[config.mk]
export PLATFORM = sky130hd
export DESIGN_NAME = fifo_reader
export DESIGN_NICKNAME = d
export VERILOG_FILES = /design/src/rtl/fifo_pkg.sv /design/src/rtl/fifo_rd_buf.sv /design/src/rtl/fifo_reader.sv
export SDC_FILE = /design/constraint.sdc
export NUM_CORES = 1
export LEC_CHECK = 0
export BUFFER_PORTS_ARGS = -buffer_cell sky130_fd_sc_hd__buf_4
export CORE_UTILIZATION = 49
export DETAILED_ROUTE_END_ITERATION = 8
export HOLD_SLACK_MARGIN = 0.1
export PLACE_DENSITY = 0.72
export SLEW_MARGIN = 10
export SYNTH_ARGS = -nofsm -noshare
export SYNTH_HDL_FRONTEND = slang
export SYNTH_SLANG_ARGS = --single-unit
[constraint.sdc]
create_clock -name clk -period 2.3 [get_ports clk]
set_input_delay 0.46 -clock clk [delete_from_list [all_inputs] [get_ports clk]]
set_output_delay 0.46 -clock clk [all_outputs]
set_load 0.05 [all_outputs]
[src/rtl/fifo_pkg.sv]
// Shared types and constants for the FIFO reader.
// Holds the FSM state encoding, the output buffer depth and the read-issue rule.
package fifo_pkg;

    typedef enum logic [1:0] {
        IDLE  = 2'd0,
        RUN   = 2'd1,
        DRAIN = 2'd2
    } rd_state_e;

    localparam int BUF_DEPTH = 3;
    localparam int OCC_W     = $clog2(BUF_DEPTH + 1);

    localparam logic [OCC_W:0] ISSUE_MAX = (OCC_W + 1)'(BUF_DEPTH - 1);

    // A new read is safe only if the buffer can absorb it plus any word in flight.
    function automatic logic can_issue(
        input logic [OCC_W-1:0] occ,
        input logic             pend
    );
        logic [OCC_W:0] w_sum;
        w_sum = {1'b0, occ} + {{OCC_W{1'b0}}, pend};
        return (w_sum <= ISSUE_MAX);
    endfunction

endpackage

[src/rtl/fifo_rd_buf.sv]
// In-order output buffer between the FIFO read port and the consumer.
// Head is always entry 0; a pop shifts the entries down by one.
module fifo_rd_buf
    import fifo_pkg::*;
#(
    parameter int DATA_WIDTH = 8
) (
    input  logic                  clk,
    input  logic                  reset_n,
    input  logic                  i_wr,
    input  logic [DATA_WIDTH-1:0] i_wr_data,
    input  logic                  i_pop,
    output logic [OCC_W-1:0]      o_occ,
    output logic [DATA_WIDTH-1:0] o_head
);

    logic [DATA_WIDTH-1:0] r_mem     [BUF_DEPTH];
    logic [DATA_WIDTH-1:0] w_mem_nxt [BUF_DEPTH];
    logic [OCC_W-1:0]      r_occ;
    logic [OCC_W-1:0]      w_occ_nxt;
    logic [OCC_W-1:0]      w_wr_idx;

    // With a simultaneous pop the tail slot moves down one, so occ is unchanged.
    always_comb begin
        w_mem_nxt = r_mem;
        w_occ_nxt = r_occ;
        w_wr_idx  = r_occ;
        if (i_pop) begin
            for (int i = 0; i < BUF_DEPTH - 1; i++) begin
                w_mem_nxt[i] = r_mem[i+1];
            end
            w_wr_idx  = r_occ - OCC_W'(1);
            w_occ_nxt = r_occ - OCC_W'(1);
        end
        if (i_wr) begin
            w_mem_nxt[w_wr_idx] = i_wr_data;
            w_occ_nxt           = w_occ_nxt + OCC_W'(1);
        end
    end

    always_ff @(posedge clk or negedge reset_n) begin
        if (!reset_n) begin
            r_occ <= '0;
            for (int i = 0; i < BUF_DEPTH; i++) begin
                r_mem[i] <= '0;
            end
        end else begin
            r_occ <= w_occ_nxt;
            r_mem <= w_mem_nxt;
        end
    end

    assign o_occ  = r_occ;
    assign o_head = r_mem[0];

endmodule

[src/rtl/fifo_reader.sv]
// Pulls words from a registered-output FIFO and presents them on a
// valid/ready stream, with a run/drain FSM and a pop counter.
module fifo_reader
    import fifo_pkg::*;
#(
    parameter int DATA_WIDTH = 8,
    parameter int CNT_WIDTH  = 16
) (
    input  logic                  clk,
    input  logic                  reset_n,
    input  logic                  enable,
    input  logic                  fifo_empty,
    input  logic [DATA_WIDTH-1:0] fifo_data,
    output logic                  fifo_rd_en,
    output logic                  out_valid,
    input  logic                  out_ready,
    output logic [DATA_WIDTH-1:0] out_data,
    output logic                  busy,
    output logic [CNT_WIDTH-1:0]  words_read
);

    rd_state_e             r_state;
    rd_state_e             w_state_nxt;
    logic                  r_pend;
    logic [CNT_WIDTH-1:0]  r_words;
    logic [OCC_W-1:0]      w_occ;
    logic [DATA_WIDTH-1:0] w_head;
    logic                  w_pop;

    fifo_rd_buf #(
        .DATA_WIDTH(DATA_WIDTH)
    ) u_buf (
        .clk      (clk),
        .reset_n  (reset_n),
        .i_wr     (r_pend),
        .i_wr_data(fifo_data),
        .i_pop    (w_pop),
        .o_occ    (w_occ),
        .o_head   (w_head)
    );

    // Issue depends only on registered state, never on out_ready.
    assign fifo_rd_en = (r_state == RUN) && !fifo_empty
                        && can_issue(w_occ, r_pend);
    assign out_valid  = (w_occ != '0);
    assign w_pop      = out_valid && out_ready;
    assign out_data   = w_head;
    assign busy       = r_pend || out_valid;
    assign words_read = r_words;

    always_comb begin
        w_state_nxt = r_state;
        unique case (r_state)
            IDLE: begin
                if (enable) w_state_nxt = RUN;
            end
            RUN: begin
                if (!enable) w_state_nxt = DRAIN;
            end
            DRAIN: begin
                if (enable) begin
                    w_state_nxt = RUN;
                end else if (!r_pend && (w_occ == '0)) begin
                    w_state_nxt = IDLE;
                end
            end
            default: w_state_nxt = IDLE;
        endcase
    end

    always_ff @(posedge clk or negedge reset_n) begin
        if (!reset_n) begin
            r_state <= IDLE;
            r_pend  <= 1'b0;
            r_words <= '0;
        end else begin
            r_state <= w_state_nxt;
            r_pend  <= fifo_rd_en;
            if (fifo_rd_en) r_words <= r_words + CNT_WIDTH'(1);
        end
    end

endmodule
==> results.md <==
* Crit share post-route at 1.037
* Routed WL per cell at 15.53 um
* Cts hold-fix bufs at 0
* Rel. slew slack at 0.6217
* Detail Placement HPWL at 2886 um
* Fin worst setup slack at -0.08581 ns
* Die area at 4748 um^2
* Worst-margin pin slew at 0.5675 ns
* Setup Skew at 0.01037 ns
* Total of max-cap violations at 0
* Synth async-reset ratio at 1.000
* NumNets Final at 242
* Gr usage total at 0.2010
* ANT nets after route at 0
* Worst EP required at 1.84 ns
* YS warnings at 0
* Post-Place Cells at 263
* # rows at 23
* M1 GR Usage at 0.2112
* Latest clock arrival within the worst-skew pair at 0.30 ns
* Util after Layout at 0.6600
* Clock-pin slew on the worst setup and hold paths at 0.09 ns
* Synth Cell Area at 2193 um^2
* Die Ht at 68.91 um
* TritonRoute pass-1 iters at 5
* Failing checks: negative setup slack
* Num CTS Buffers at 5
* Distinct cells, synth at 29
* Worst Setup Start Kind: flop
* Worst vdd ir at 0.8311 mV
* Detailed Route Iter0 Violations at 33
* Syn Inst Count at 182
* # DRC at 0
* Status: complete, but fails checks
* Register bit total from synthesis at 45
* Max Slew Vio Count at 0
* Fillers at 337
* H-tree levels at 2
* Grt ovf at 0
* Final setup vio count at 1
* Vias at 1,477
* TritonCTS clock tree: yes
* Multi-input logic area at 1026 um^2
* Clock buffer depth at 2
* Drt total wl at 4239 um
* EDFF count, synth at 0
* Worst slack, placed at 0.006217 ns
* GP Congestion at 0.8440
* Crit path DAT at 1.93 ns
* Total core area at 4144 um^2
* Max Clk Rate at 419.1 MHz
* Sequential-to-total area share from yosys stat at 0.5134
* Syn Area/Cell at 12.05 um^2
* Lkg Pwr at 0.001318 uW
* Met3 Usage GRT at 0.05428
* ANT cells at 0
* Vias in the first global route at 1,508
* Unrepaired setup endpoints after global routing: true
* Hold Violations, Final at 0
* Number of port buffers at 39
* Gr busiest metal: met2
* Share of cells above drive strength 1 at 0.4260
* Mapped Nets at 202
* TritonCTS Sinks at 45
* I/O pins at 40
* Initial antenna violation count at 0
* Non-Filler Instances at 273
* Ys flop type: dfrtp_1
* CTS root buf: clkbuf_8
* Max FO, Critical Path at 3
* Crit Path Category: flop to output pin
* Hold WC Path Type: input port to asynchronous set/reset pin
* Final min period at 2.386 ns
* Horiz. Die Dim at 68.91 um
* Met2 Track Usage GR at 0.3799
* Initial Utilization at 0.5293
* Largest net degree at the start of global routing at 46
* Vias per cell at 5.410
* Pwr per Cell Area at 1335 nW/um^2
* Area Growth Syn to Fin at 24.70%
* Crit. End Element: output pin
* Register area at 1126 um^2
* First-pass GRT wire length at 6768 um
* Pwr Total at 3652 uW
[placed cells by master, fill, tap and decap left out, types with 3 or more instances in the layout]
master	count
nand3_1	4
o21ai_0	8
dfrtp_1	45
ha_1	5
clkbuf_8	5
inv_1	6
nor2_1	6
nand4_1	7
and3_1	3
buf_4	45
mux2i_1	9
xnor2_1	11
nand2_1	13
xor2_1	5
mux2_2	25
[through the flow]
stage               hold slack, ns  area, um^2  setup TNS [ns]
finish                      0.1431        2735        -0.08581
global route                0.1788        2735         -0.1491
CTS                         0.1613        2683        -0.08421
detailed placement          0.4662        2515               0
global placement            0.4664        2515               0
floorplan                   0.1644        2207               0
[repair_timing]
item	CTS	global route
gates resized for setup	6	8
pin swaps	2	1
buffers inserted	1	1
endpoints found under the hold margin	0	0
endpoints found under the setup margin	1	20
[worst max-delay path, stage by stage, from the launching register on]
cell and delay, ns:
dfrtp_1 0.37, ha_2 0.20, inv_2 0.05, ha_4 0.25
or3b_4 0.41, a21oi_4 0.17, buf_6 0.18
[synth_stat cells, types with 2 or more instances]
master	instances	area, um^2
nand2b_1	2	12.51
o21ai_0	8	40.04
nand2_1	14	52.55
xnor2_1	12	105.1
and3_1	3	18.77
clkbuf_1	3	11.26
dfrtp_1	45	1126
xor2_1	5	43.79
mux2_2	25	281.5
inv_1	8	30.03
ha_1	7	87.58
or3b_4	2	22.52
nor2_1	6	22.52
nand4_1	7	43.79
a21oi_1	2	10.01
buf_4	8	60.06
buf_2	2	10.01
mux2i_1	9	90.09
nand3_1	4	20.02
[worst paths after layout]
kind	start	endpoint	slack, ns	cells past startpoint
max reg2reg	u_buf.o_occ[0]	words_read[12]	0.05	7
min	reset_n	u_buf.o_head[5]	0.14	1
min in group clk	enable	r_state[1]	0.32	2
max	u_buf.o_occ[0]	fifo_rd_en	-0.09	6
min reg2reg	words_read[15]	words_read[15]	0.48	1
max in group asynchronous	reset_n	r_state[1]	1.75	1
[final cells by class]
cell class	count	area share
well taps	50	0.02287
clock inverters	3	0.02516
inverters	8	0.01235
clock buffers	5	0.02516
repair buffers	46	0.1276
multi-input cells	116	0.3751
flip-flops and latches	45	0.4117
[metal layers]
layer / vias to the layer above / wire, um
li1: 699 / -
met1: 736 / 1695
met2: 35 / 2300
met3: 7 / 176
met4: 0 / 67
met5: - / 0
[logic make-up after synthesis]
| logic type | synth area share |
|---|---|
| compound gates | 0.05249 |
| xor+xnor | 0.06788 |
| fa+ha+maj | 0.03993 |
| buf+inv | 0.05077 |
| flops | 0.5134 |
| mux | 0.1694 |
| simple gates | 0.1061 |
[power breakdown]
part / internal [uW] / total, uW / leakage, uW / switching, uW
combinational: 707 / 1690 / 0.000671 / 981
sequential: 1060 / 1250 / 0.000579 / 188
clock: 437 / 715 / 0.0000687 / 278
No activity file was read; power rests on OpenSTA's default activity.
